[src/rtl/fish_position_tracker.sv]
// fish_position_tracker: integrates per-tick fish steps into a sprite position and runs its life cycle
//   Optional feature: define FISH_WRAP_EN to wrap at the horizontal edges instead of escaping.
//   Ports:
//     clk, rst          clock, asynchronous active-low reset
//     hm, vm            horizontal step / vertical sink drift (hm != 0 marks a move tick)
//     way               0 left, 1 right, 2 hooked (rise), 3 hold
//     appear            fish should exist
//     spawn_x, spawn_y  position loaded on spawn
//     h, v              current VGA pixel
//     fish_x, fish_y    sprite top-left corner
//     alive             fish is swimming or hooked
//     escaped, landed   one-cycle event pulses
//     fish_on, pix_addr registered sprite hit and sprite ROM address for (h,v)
module fish_position_tracker #(
   parameter int SCR_W  = 640,
   parameter int SCR_H  = 480,
   parameter int FISH_W = 32,
   parameter int FISH_H = 16,
   parameter int Y_TOP  = 120
) (
   input  logic       clk,
   input  logic       rst,
   input  logic [2:0] hm,
   input  logic [2:0] vm,
   input  logic [1:0] way,
   input  logic       appear,
   input  logic [9:0] spawn_x,
   input  logic [9:0] spawn_y,
   input  logic [9:0] h,
   input  logic [9:0] v,
   output logic [9:0] fish_x,
   output logic [9:0] fish_y,
   output logic       alive,
   output logic       escaped,
   output logic       landed,
   output logic       fish_on,
   output logic [8:0] pix_addr
);
   typedef enum logic [1:0] {IDLE, SWIM, HOOK, GONE} state_t;
   localparam logic [10:0] X_MAX = 11'(SCR_W - FISH_W);
   localparam logic [10:0] Y_MAX = 11'(SCR_H - FISH_H);
   localparam logic [10:0] Y_MIN = 11'(Y_TOP + 1);
   localparam logic [10:0] Y_SRF = 11'(Y_TOP);
   localparam logic [10:0] FW    = 11'(FISH_W);
   localparam logic [10:0] FH    = 11'(FISH_H);
`ifdef FISH_WRAP_EN
   localparam logic WRAP = 1'b1;
`else
   localparam logic WRAP = 1'b0;
`endif
   state_t state, state_n;
   logic [10:0] x11, y11, h11, v11, hm11, vm11, sx11, sy11, x_add, y_dn, dx, dy, x_n, y_n;
   logic tick, hooked, edge_l, edge_r, esc, land, move, in_box;
   assign x11   = {1'b0, fish_x};
   assign y11   = {1'b0, fish_y};
   assign h11   = {1'b0, h};
   assign v11   = {1'b0, v};
   assign sx11  = {1'b0, spawn_x};
   assign sy11  = {1'b0, spawn_y};
   assign hm11  = {8'd0, hm};
   assign vm11  = {8'd0, vm};
   assign tick  = hm != 3'd0;
   assign x_add = x11 + hm11;
   assign y_dn  = y11 + vm11;
   assign dx    = h11 - x11;
   assign dy    = v11 - y11;
   // way 2 seen while swimming already moves the fish as hooked on that same tick
   assign hooked = state == HOOK || (state == SWIM && way == 2'd2);
   assign edge_l = state == SWIM && tick && way == 2'd0 && hm11 > x11;
   assign edge_r = state == SWIM && tick && way == 2'd1 && x_add > X_MAX;
   assign esc    = !WRAP && (edge_l || edge_r);
   assign land   = hooked && tick && y11 <= Y_SRF + hm11;
   // an edge or landing event still completes when appear drops in the same cycle
   assign move   = (state == SWIM || state == HOOK) && tick && (appear || esc || land);
   assign in_box = alive && h11 >= x11 && h11 < x11 + FW && v11 >= y11 && v11 < y11 + FH;
   always_ff @(posedge clk or negedge rst)
      if (!rst) state <= IDLE;
      else      state <= state_n;
   always_comb begin
      state_n = state;
      case (state)
         IDLE:    state_n = appear ? SWIM : IDLE;
         SWIM:    state_n = (esc || land) ? GONE : !appear ? IDLE : hooked ? HOOK : SWIM;
         HOOK:    state_n = land ? GONE : !appear ? IDLE : HOOK;
         default: state_n = appear ? GONE : IDLE;
      endcase
   end
   always_comb alive = state == SWIM || state == HOOK;
   always_comb begin
      x_n = x11;
      y_n = y11;
      if (state == IDLE && appear) begin
         x_n = sx11 > X_MAX ? X_MAX : sx11;
         y_n = sy11 < Y_MIN ? Y_MIN : sy11 > Y_MAX ? Y_MAX : sy11;
      end else if (move && hooked) begin
         y_n = land ? Y_SRF : y11 - hm11;
      end else if (move && way != 2'd3) begin
         x_n = way == 2'd0 ? (edge_l ? (WRAP ? X_MAX : 11'd0) : x11 - hm11)
                           : (edge_r ? (WRAP ? 11'd0 : X_MAX) : x_add);
         y_n = y_dn > Y_MAX ? Y_MAX : y_dn;
      end
   end
   always_ff @(posedge clk or negedge rst)
      if (!rst) begin
         fish_x   <= '0;
         fish_y   <= '0;
         escaped  <= 1'b0;
         landed   <= 1'b0;
         fish_on  <= 1'b0;
         pix_addr <= '0;
      end else begin
         fish_x   <= x_n[9:0];
         fish_y   <= y_n[9:0];
         escaped  <= esc;
         landed   <= land;
         fish_on  <= in_box;
         pix_addr <= in_box ? 9'(dy * FW + dx) : 9'd0;
      end
endmodule

[config.mk]
export PLATFORM = sky130hd
export DESIGN_NAME = fish_position_tracker
export DESIGN_NICKNAME = d
export VERILOG_FILES = /design/src/rtl/fish_position_tracker.sv
export SDC_FILE = /design/constraint.sdc
export NUM_CORES = 1
export LEC_CHECK = 0
export ABC_CLOCK_PERIOD_IN_PS = 3700
export CORE_AREA = 2 2 109 111
export CTS_BUF_LIST = sky130_fd_sc_hd__clkbuf_4
export DETAILED_ROUTE_END_ITERATION = 10
export DIE_AREA = 0 0 111 113
export HOLD_SLACK_MARGIN = 0.02
export PLACE_DENSITY = 0.68
export SKIP_CTS_REPAIR_TIMING = 1
export SYNTH_ARGS = -nofsm -noshare
export SYNTH_HDL_FRONTEND = slang
export SYNTH_SLANG_ARGS = --single-unit
[constraint.sdc]
create_clock -name clk -period 3.7 [get_ports clk]
set_input_delay 0.74 -clock clk [delete_from_list [all_inputs] [get_ports clk]]
set_output_delay 0.74 -clock clk [all_outputs]
set_load 0.02 [all_outputs]
**After elaboration in Yosys (flattened, before gate mapping)**

Index checks and enable logic that the tools add are counted.

- Input bits: 51
- Output and inout bits: 33
- Register bits after elaboration: 34

- Reductions and logical operators: 29
- Add/subtract/negate cells: 10
- $lt $le $gt $ge: 11
- Equal/unequal tests: 6
- Mux-type cells: 23

Operators with widths:

| cell | count |
|---|---|
| 2-to-1 mux 10 bit | 14 |
| adder 10 x 3 -> 11 bit | 2 |
| less-than comparator 10 x 11 -> 1 bit | 2 |
| >= comparator 10 bit | 2 |
| subtractor 10 x 3 -> 10 bit | 2 |
| logical AND 1 bit | 17 |
| 2-to-1 mux 2 bit | 6 |
| adder 10 x 5 -> 11 bit (second input constant) | 1 |
| adder 10 x 6 -> 11 bit (second input constant) | 1 |
| > comparator 11 x 10 -> 1 bit (second input constant) | 1 |
| > comparator 11 x 9 -> 1 bit (second input constant) | 1 |
| > comparator 10 bit (second input constant) | 1 |
| > comparator 10 x 9 -> 1 bit (second input constant) | 1 |
| > comparator 3 x 10 -> 1 bit | 1 |
| <= comparator 10 x 8 -> 1 bit | 1 |
| less-than comparator 10 x 7 -> 1 bit (second input constant) | 1 |
| adder 9 bit | 1 |
| 2-to-1 mux 9 bit | 1 |
| subtractor 9 bit | 1 |
| adder 7 x 3 -> 8 bit (first input constant) | 1 |
| logical OR 1 bit | 6 |
| case mux 2 bit (3 select lines) | 1 |
| nonzero test 3 bit | 2 |
| == test 2 x 1 -> 1 bit (second input constant) | 2 |
| 7 further kinds | 10 |

**Depth between registers and ports, before layout**

Gate-level depths: netlist (run 1).

- Word-level depth: 12
- Depth in mapped cells: 14
- Mapped depth without buffers: 13

**Worst setup path after synthesis (run 1)**

No wires, ideal clock.

- Path kind: input to register
- From: in hm[0]
- To: reg fish_x[2]
- Arrival: 3189 ps
- Path buffers: 0
- Required time: 3564 ps
- Setup slack: 375 ps
- Cell stages on the path: 12
- Cell sequence: ha_1 > inv_1 > fa_1 > nand3_1 > o21ai_0 > a311o_1 > a221o_1 > a31oi_2 > nor2_1 > a221o_1 > a221oi_1 > a211oi_1

- Cells in the longest elaborated chain, start to end: 11
- Elaborated cells on any way between the ends: 30

Ends and longest elaborated chain:

| element | RTL line | text |
|---|---|---|
| start, declared | 23 | `input logic [2:0] hm,` |
| branches (longest 11 deep; another with adder 10 x 3 -> 11 bit) | -- |  |
| end signal, assigned | 112 | `fish_x <= x_n[9:0];` |
| end, declared | 31 | `output logic [9:0] fish_x,` |

Several ways; the timed one is not identified. The select of a mux whose other input is x is not followed.
A chain may end at the register's enable or synchronous reset.

**Final worst setup path (run 1)**

- From: in hm[1]
- To: reg fish_y[6]

- Cells in the longest elaborated chain, start to end: 11
- Elaborated cells on any way between the ends: 25

Ends and longest elaborated chain:

| element | RTL line | text |
|---|---|---|
| branches (longest 11 deep; another with adder 10 x 3 -> 11 bit) | -- |  |
| end signal, assigned | 113 | `fish_y <= y_n[9:0];` |
| end, declared | 32 | `output logic [9:0] fish_y,` |

Several ways; the timed one is not identified.

==> results_dict.tcl, run 1 <==
set metrics [dict create \
    outcome "finished, final reports clean" \
    timing.rr.end "fish_y[6]" \
    synth_top_cell_by_area "dfrtp_1" \
    nets 812 \
    required_ns 3.94 \
    internal_power_uw 2290 \
    synthCells 555 \
    n_fill_cell 1018 \
    ios 84 \
    skew_ns 0.0284 \
    h-tree-depth 2 \
    hold_slack_ns 0.475 \
    synth_ff_type "dfrtp_1" \
    io_buffers 83 \
    worstHoldPathType "input pin to async pin" \
    grt_usage_pct 22.6 \
    final_antenna_net_count 0 \
    synth.distinct_cells 74 \
    syn_nets 677 \
    crit_buf_inv 3 \
    synth_edf_count 0 \
    num_rows 39 \
    grt_pass1_vias 4617 \
    crit_chain "clkdlybuf4s50_1 > inv_2 > fa_2 > nand3_1 > o21ai_0 > a311o_1 > a221o_1 > a31o_4 > a211oi_4 > buf_4 > a31oi_1 > o22ai_1 > nor3_1" \
    cp_top_family "compound AO/OA/AOI/OAI gates" \
    grt_pass1_wl_um 23300 \
    p_clk_share_pct 6.8 \
    netlist_area_um2 4440 \
    finalCriticalPeriod_ns 3.60 \
    setup_viol 0 \
    cpMaxStageDelayCell "clkdlybuf4s50_1" \
    core-area_um2 11300 \
    cts-root-buf "clkbuf_4" \
    start_kind "input pin" \
    clk_pin_slew_ns 0.14 \
    drive_gt1_share_pct 14.2 \
    power_frac_comb_pct 77.4 \
    yosysMostFrequentCell "inv_1" \
    clk_path_buf_depth 2 \
    total_power_uw 4580 \
    cts_buffers 5 \
    synth.avg_cell_area_um2 8.00 \
    antenna_found_initial 1 \
    p_sw_uw 2280 \
    ir_drop_v 0.000396 \
    wire_per_inst_um 16.9 \
    rr_startpoint "fish_x[1]" \
    overflow 0 \
    critPathKind "input pin to register" \
    globalplace.congestion 0.927 \
    dieWidth_um 111 \
    layout_worst_path_cycle_share_pct 97.3 \
    drt_iter0_drc 333 \
    cts_tree "yes" \
    ys_seq_area_share_pct 19.2 \
    firstDrtPassIters 6 \
    reg2reg_slack_ns 0.39 \
    grt_max_degree 35 \
    power.density_nw_per_um2 771 \
    cp_data_arrival_time_ns 3.84 \
    reg2regPathDepth 12 \
    synth_area_leaders "dfrtp_1 (19%), ha_1 (16%), fa_1 (5.9%)" \
    cts_sinks 34 \
    async_flop_share_pct 100 \
    slew_headroom_pct 40.3 \
    synthToLayoutAreaGrowth_pct 33.7 \
    ys_ff_latch 34 \
    hold_viol 0 \
    max_freq_ghz 0.278 \
    start_util_pct 39.4 \
    drc 0 \
    slowest_delay_ns 0.51 \
    dp_cells 822 \
    dp_hpwl_um 11400 \
    die_height_um 113 \
    cp-end-kind "register" \
    worst_slew_pin_slew_ns 0.896 \
    final_cells 835 \
    synthTopCellsByCount "inv_1 (59), ha_1 (58), nand2_1 (47)" \
    vias 4769 \
    cap_viol_max_count 0 \
    total_leakage_power_uw 0.00267 \
    finalWirelength_um 14100 \
    yosys_warnings 0 \
    dieArea_um2 12500 \
    clock_latency_ns 0.37 \
    viasPerCell 5.71 \
    path_max_fanout 6 \
    seqPwrFrac_pct 15.9 \
    netlist.area_leader.share_pct 19.2 \
    power_switching_share_pct 49.9 \
    slew_violations 0 \
]
==> flip-flops by register name (all words and copies together) (netlist names) <==
signal / cells
pix_addr: 9
escaped: 1
fish_x: 10
fish_y: 10
fish_on: 1
landed: 1
state: 2
==> layout by cell type (no fill, tap or decap), drive strengths merged, types with 6 or more instances in the layout <==
master	instances
a211oi	9
a21o	13
a21oi	35
a31oi	12
and2	6
and3	8
buf	64
clkbuf	7
clkdlybuf4s50	81
dfrtp	34
fa	13
ha	58
inv	62
nand2	48
nand3	14
nor2	39
nor2b	8
nor3	21
nor4	7
o211ai	10
o21ai	36
or3	6
xnor2	26
==> stage by stage <==
stage	instance area, µm²	setup WS (ns)	util, %	setup TNS (ns)
6_report	5940	0.0989	52.7	0
5_1_grt	5940	-0.00134	52.7	-0.00134
4_1_cts	5890	0.0233	52.2	0
3_5_place_dp	5800	-0.360	51.5	-5.00
3_3_place_gp	5800	-0.263	51.5	-3.60
2_1_floorplan	4440	0.375	-	0
==> routing by layer <==
layer	track usage (%)	wire length [µm]	up-vias
li1	-	-	2269
met1	31.9	6480	2255
met3	2.84	944	29
met4	6.83	336	0
met2	36.5	6360	216
met5	0	0	-
==> cells by family (layout without fill, tap and decap cells) <==
logic type / Yosys count / count (layout) / share of synthesized area, %
buf+inv: 80 / 216 / 7.13
xor+xnor: 28 / 28 / 5.52
compound gates: 161 / 161 / 25.3
fa+ha+maj: 71 / 71 / 22.2
other cells: 0 / 1 / 0
flops: 34 / 34 / 19.2
mux: 4 / 4 / 0.958
simple gates: 177 / 177 / 19.7
==> area by class of cell <==
class                      count  area, µm²  area share (%)
clock inverter                 1       30.0           0.506
tap                          143        179            3.01
clock buffer                   7       52.6           0.885
sequential                    34        851            14.3
timing repair buffer         146       1300            21.9
multi-input combinational    441       3290            55.4
antenna                        1       2.50          0.0421
inverter                      62        233            3.92
==> how the worst max path moves through the flow <==
stage	from	endpoint	slack [ns]	cells after the start
finish	hm[1]	fish_y[6]	0.1	13
global route	hm[1]	fish_y[9]	-0.001	13
CTS	hm[0]	fish_y[4]	0.02	13
detailed placement	hm[0]	fish_y[4]	-0.36	13
global placement	hm[0]	fish_y[4]	-0.26	13
floorplan	hm[0]	fish_x[2]	0.38	12
==> power groups by stage <==
| stage | logic (µW) | registers (µW) | clock network (µW) |
|---|---|---|---|
| after floorplan | 2180 | 790 | 0 |
| after global placement | 3380 | 718 | 0 |
| after detailed placement | 3470 | 728 | 0 |
| after CTS | 3490 | 720 | 312 |
| after global routing | 3930 | 752 | 326 |
| final | 3540 | 726 | 310 |
(Power assumes the default switching activity.)
==> run 2: changes to the inputs <==
==> constraint.sdc (replaced) <==
create_clock -name clk -period 3.7 [get_ports clk]
set_input_delay 0.74 -clock clk [delete_from_list [all_inputs] [get_ports clk]]
set_output_delay 0.74 -clock clk [all_outputs]
set_load 0.05 [all_outputs]
==> run 2 against run 1 <==
First-iteration DRC count grew 16%. Highest routed layer unchanged. Critical path depth grew 1. Largest cell class unchanged. Via count shrank 1.4%. Largest power group unchanged.
==> results_dict.tcl, run 2 (same netlist as run 1, synthesis figures left out) <==
set metrics [dict create \
    outcome "finished, final reports clean" \
    required_ns 3.96 \
    num_rows 39 \
    multi_input_comb_area_um2 3310 \
    io_buffers 83 \
    critPathKind "input pin to register" \
    final_core_util_pct 52.9 \
    cpMaxStageDelayCell "clkdlybuf4s50_1" \
    skew_ns 0.0135 \
    drive_gt1_share_pct 14.2 \
    drc 0 \
    final_cell_mix "clkdlybuf4s50_1 (81), buf_4 (63), inv_1 (58)" \
    crit_buf_inv 4 \
    cts_sinks 34 \
    p_clk_share_pct 6.4 \
    final_common_cell "clkdlybuf4s50_1" \
    viasPerCell 5.63 \
    crit_top_cell "a211oi_1" \
    worstHoldPathType "input pin to async pin" \
    clk_pin_slew_ns 0.13 \
    power_switching_share_pct 53.0 \
    antenna_found_initial 0 \
    slew_violations 0 \
    start_kind "input pin" \
    drt_iter0_drc 387 \
    cts_buffers 5 \
    reg2reg_slack_ns 0.43 \
    n_antenna_cell 0 \
    grt_usage_pct 22.4 \
    crit_chain "clkdlybuf4s50_1 > inv_1 > ha_1 > nand2b_1 > o211ai_4 > a311o_1 > a221o_1 > a31o_4 > a211oi_4 > buf_6 > buf_4 > a211oi_1 > a211oi_1 > nor2_1" \
    die_height_um 113 \
    ios 84 \
    grt_max_degree 35 \
    dieWidth_um 111 \
    cp_top_family "compound AO/OA/AOI/OAI gates" \
    slew_headroom_pct 42.0 \
    seqCellArea_um2 851 \
    clock_latency_ns 0.37 \
    pre_cts_slack_ns -0.355 \
    ir_drop_v 0.000381 \
    rsz0062_at_grt "no" \
    finalCriticalPeriod_ns 3.60 \
    start_util_pct 39.4 \
    power.density_nw_per_um2 819 \
    power_frac_comb_pct 79.0 \
    worst_slew_pin_slew_ns 0.870 \
    grt_pass1_wl_um 23000 \
    final_antenna_net_count 0 \
    clk_path_buf_depth 2 \
    nets 813 \
    n_fill_cell 1037 \
    max_freq_ghz 0.278 \
    cts-root-buf "clkbuf_4" \
    cap_viol_max_count 0 \
    grt_pass1_vias 4585 \
    firstDrtPassIters 5 \
    overflow 0 \
    vias 4701 \
    synthToLayoutAreaGrowth_pct 34.4 \
    cp_data_arrival_time_ns 3.86 \
    cp-end-kind "register" \
    fin_area_um2 5960 \
    dieArea_um2 12500 \
    slowest_delay_ns 0.53 \
    total_power_uw 4880 \
    finalWirelength_um 13900 \
    path_max_fanout 8 \
    h-tree-depth 2 \
    wire_per_inst_um 16.7 \
    setup_viol 0 \
    internal_power_uw 2300 \
    place_area_um2 5810 \
    hold_slack_ns 0.468 \
    seqPwrFrac_pct 14.6 \
    layout_worst_path_cycle_share_pct 97.3 \
    globalplace.congestion 0.925 \
    cts_tree "yes" \
    core-area_um2 11300 \
    total_leakage_power_uw 0.00268 \
    reg.largest.list "fish_x: 10 flops, fish_y: 10 flops, pix_addr: 9 flops" \
    hold_viol 0 \
    p_sw_uw 2590 \
    dp_hpwl_um 11400 \
    layout_setup_ws_ns 0.102 \
]
## run 2: changes by cell type in the layout (fill, tap and decap cells not counted)
cell,previous run,this run
a2111oi_2,1,0
a2111oi_4,0,1
a31oi_2,1,0
a31oi_4,0,1
buf_6,0,1
diode_2,1,0
ha_1,56,57
ha_2,2,1
## run 2: path summary, 6_finish.rpt
| path | startpoint | to | cells after the start |
|---|---|---|---|
| max in group asynchronous | rst | pix_addr[7] | 1 |
| min | rst | fish_x[5] | 1 |
| max reg2reg | fish_x[1] | fish_y[4] | 13 |
| min reg2reg | fish_x[3] | fish_x[3] | 2 |
| min in group clk | fish_x[3] | fish_x[3] | 2 |
| max | hm[2] | fish_y[4] | 14 |
## run 2: per-stage QoR
stage | cells | setup TNS (ns)
after floorplan | 555 | 0
after global placement | 823 | -3.59
after detailed placement | 823 | -4.65
after CTS | 831 | 0
after global routing | 835 | 0
final | 835 | 0
## run 2: power groups by stage
stage / Clock, µW / Sequential, µW / Combinational, µW
2_1_floorplan: 0 / 1070 / 2200
3_3_place_gp: 0 / 707 / 3710
3_5_place_dp: 0 / 717 / 3780
4_1_cts: 317 / 709 / 3810
5_1_grt: 332 / 736 / 4240
6_report: 312 / 713 / 3860
## run 2: cell type report
class / count / share of cell area, %
clock inverter: 1 / 0.503
multi-input combinational: 441 / 55.4
timing repair buffer: 147 / 22.0
clock buffer: 7 / 0.881
inverter: 62 / 3.90
sequential: 34 / 14.3
tap: 143 / 3.00
## run 2: per-layer routing
layer  global-route usage [%]  vias to the layer above  share of wire, %
met5                        0                        -                 0
met1                     31.7                     2212                46
met3                     3.75                       24               6.6
li1                         -                     2264                 -
met2                     35.4                      201                45
met4                     6.75                        0               2.4
==> run 3: changes to the inputs <==
--- a/config.mk
+++ b/config.mk
@@ -6,12 +6,12 @@
 export NUM_CORES = 1
 export LEC_CHECK = 0
 export ABC_CLOCK_PERIOD_IN_PS = 3700
-export CORE_AREA = 2 2 109 111
+export CORE_AREA = 2 2 98 100
 export CTS_BUF_LIST = sky130_fd_sc_hd__clkbuf_4
 export DETAILED_ROUTE_END_ITERATION = 10
-export DIE_AREA = 0 0 111 113
+export DIE_AREA = 0 0 100 102
 export HOLD_SLACK_MARGIN = 0.02
-export PLACE_DENSITY = 0.68
+export PLACE_DENSITY = 0.8
 export SKIP_CTS_REPAIR_TIMING = 1
 export SYNTH_ARGS = -nofsm -noshare
 export SYNTH_HDL_FRONTEND = slang
==> run 3 against run 2 <==
Sequential share of layout area is 0.26 points higher. Combinational power hardly changed. Die area is 19% lower. Clock skew is 0.00085 ns lower. Non-clock buffer count is 6 lower. Sequential cell count stayed put. First-iteration DRC count is 37% lower. Critical path type unchanged. Largest power group unchanged.
==> results_dict.tcl, run 3 (same netlist as run 1, synthesis figures left out) <==
set metrics [dict create \
    reg2reg_slack_ns 0.40 \
    dieWidth_um 100 \
    dp_hpwl_um 11300 \
    critPathKind "input pin to register" \
    n_fill_cell 785 \
    rsz0062_at_grt "no" \
    grt_usage_pct 27.8 \
    outcome "finished, final reports clean" \
    final_antenna_net_count 0 \
    hold_slack_ns 0.649 \
    clk_pin_slew_ns 0.12 \
    worst_slew_pin_slew_ns 0.548 \
    grt_pass1_wl_um 22600 \
    slew_headroom_pct 62.5 \
    core-area_um2 9110 \
    cts-root-buf "clkbuf_4" \
    start_util_pct 48.7 \
    io_buffers 83 \
    dieArea_um2 10200 \
    final_cell_mix "clkdlybuf4s50_1 (81), inv_1 (58), ha_1 (57), buf_4 (57), nand2_1 (47)" \
    drc 0 \
    final_core_util_pct 64.3 \
    cpMaxStageDelayCell "clkdlybuf4s50_1" \
    num_rows 35 \
    cp_data_arrival_time_ns 3.77 \
    multi_input_comb_area_um2 3310 \
    hold_viol 0 \
    drt_iter0_drc 242 \
    cts_buffers 5 \
    die_height_um 102 \
    setup_viol 0 \
    clk_path_buf_depth 2 \
    grt_pass1_vias 4734 \
    cp_top_family "compound AO/OA/AOI/OAI gates" \
    clock_latency_ns 0.34 \
    nets 807 \
    finalWirelength_um 13900 \
    layout_worst_path_cycle_share_pct 95.5 \
    h-tree-depth 2 \
    layout_setup_ws_ns 0.166 \
    globalplace.congestion 0.931 \
    n_antenna_cell 0 \
    cap_viol_max_count 0 \
    cp-end-kind "register" \
    setup_tns_ns 0 \
    grt_max_degree 35 \
    startpoint "hm[2]" \
    cts_tree "yes" \
    final_common_cell "clkdlybuf4s50_1" \
    crit_cells 12 \
    skew_ns 0.0126 \
    drive_gt1_share_pct 13.0 \
    overflow 0 \
    timing.rr.end "fish_y[4]" \
    viasPerCell 5.92 \
    slowest_delay_ns 0.51 \
    worstHoldPathType "register to register" \
    max_freq_ghz 0.283 \
    rr_startpoint "fish_x[1]" \
    ir_drop_v 0.000440 \
    reg.largest.list "fish_x: 10 flops, fish_y: 10 flops, pix_addr: 9 flops" \
    synthToLayoutAreaGrowth_pct 32.0 \
    crit_chain "clkdlybuf4s50_1 > inv_1 > ha_4 > nand2b_1 > o211ai_4 > a311o_1 > a221o_1 > a31o_4 > a211oi_4 > a2111oi_2 > a211oi_1 > nor2_1" \
    firstDrtPassIters 5 \
    antenna_found_initial 0 \
    pre_cts_slack_ns -0.331 \
    crit_buf_inv 2 \
    path_max_fanout 9 \
    total_power_uw 4780 \
    endpoint "fish_y[4]" \
    required_ns 3.93 \
    wire_per_inst_um 17.4 \
    cts_sinks 34 \
    start_kind "input pin" \
    vias 4706 \
    slew_violations 0 \
    total_leakage_power_uw 0.00264 \
    finalCriticalPeriod_ns 3.53 \
    ios 84 \
    reg2regPathDepth 11 \
    hold_depth 2 \
    power.density_nw_per_um2 815 \
    seqCellArea_um2 851 \
]
-- run 3: metal layers --
layer	GRT usage, %	wire length (µm)
met5	0	0
met4	8.01	225
met3	3.01	792
met2	46.0	6400
met1	38.7	6450
-- run 3: how the worst min path moves through the flow --
stage / to / startpoint / slack, ns
after CTS: fish_x[6] / fish_x[6] / 0.65
after detailed placement: fish_x[6] / fish_x[6] / 0.62
after global routing: fish_y[0] / fish_y[0] / 0.68
after floorplan: escaped / rst / 0.44
after global placement: fish_x[6] / fish_x[6] / 0.61
final: fish_x[6] / fish_x[6] / 0.65
-- run 3: metrics by stage --
stage | area, µm² | std cells
detailed placement | 5770 | 788
floorplan | 4440 | 555
global route | 5860 | 795
CTS | 5810 | 794
finish | 5860 | 795
global placement | 5770 | 788
-- run 3: worst register-to-register path: cells and delay by family (launching register included) --
kind	cells	cell delay, ns
buf+inv	1	0.18
fa+ha+maj	1	0.39
simple gates	2	0.16
compound gates	7	1.97
flops	1	0.51
-- run 3: area by class of cell --
cell class                      instances  area share [%]
Clock buffer                            5           0.641
Clock inverter                          1          0.0641
Inverter                               62            3.97
Multi-Input combinational cell        441            56.5
Sequential cell                        34            14.5
Tap cell                              111            2.37
Timing Repair Buffer                  141            21.9
-- run 3: where the power goes --
group | total [µW] | leakage (µW) | switching, µW | internal [µW]
Clock | 200 | 0.0000246 | 134 | 65.2
Sequential | 740 | 0.000432 | 234 | 506
Combinational | 3840 | 0.00219 | 2210 | 1620
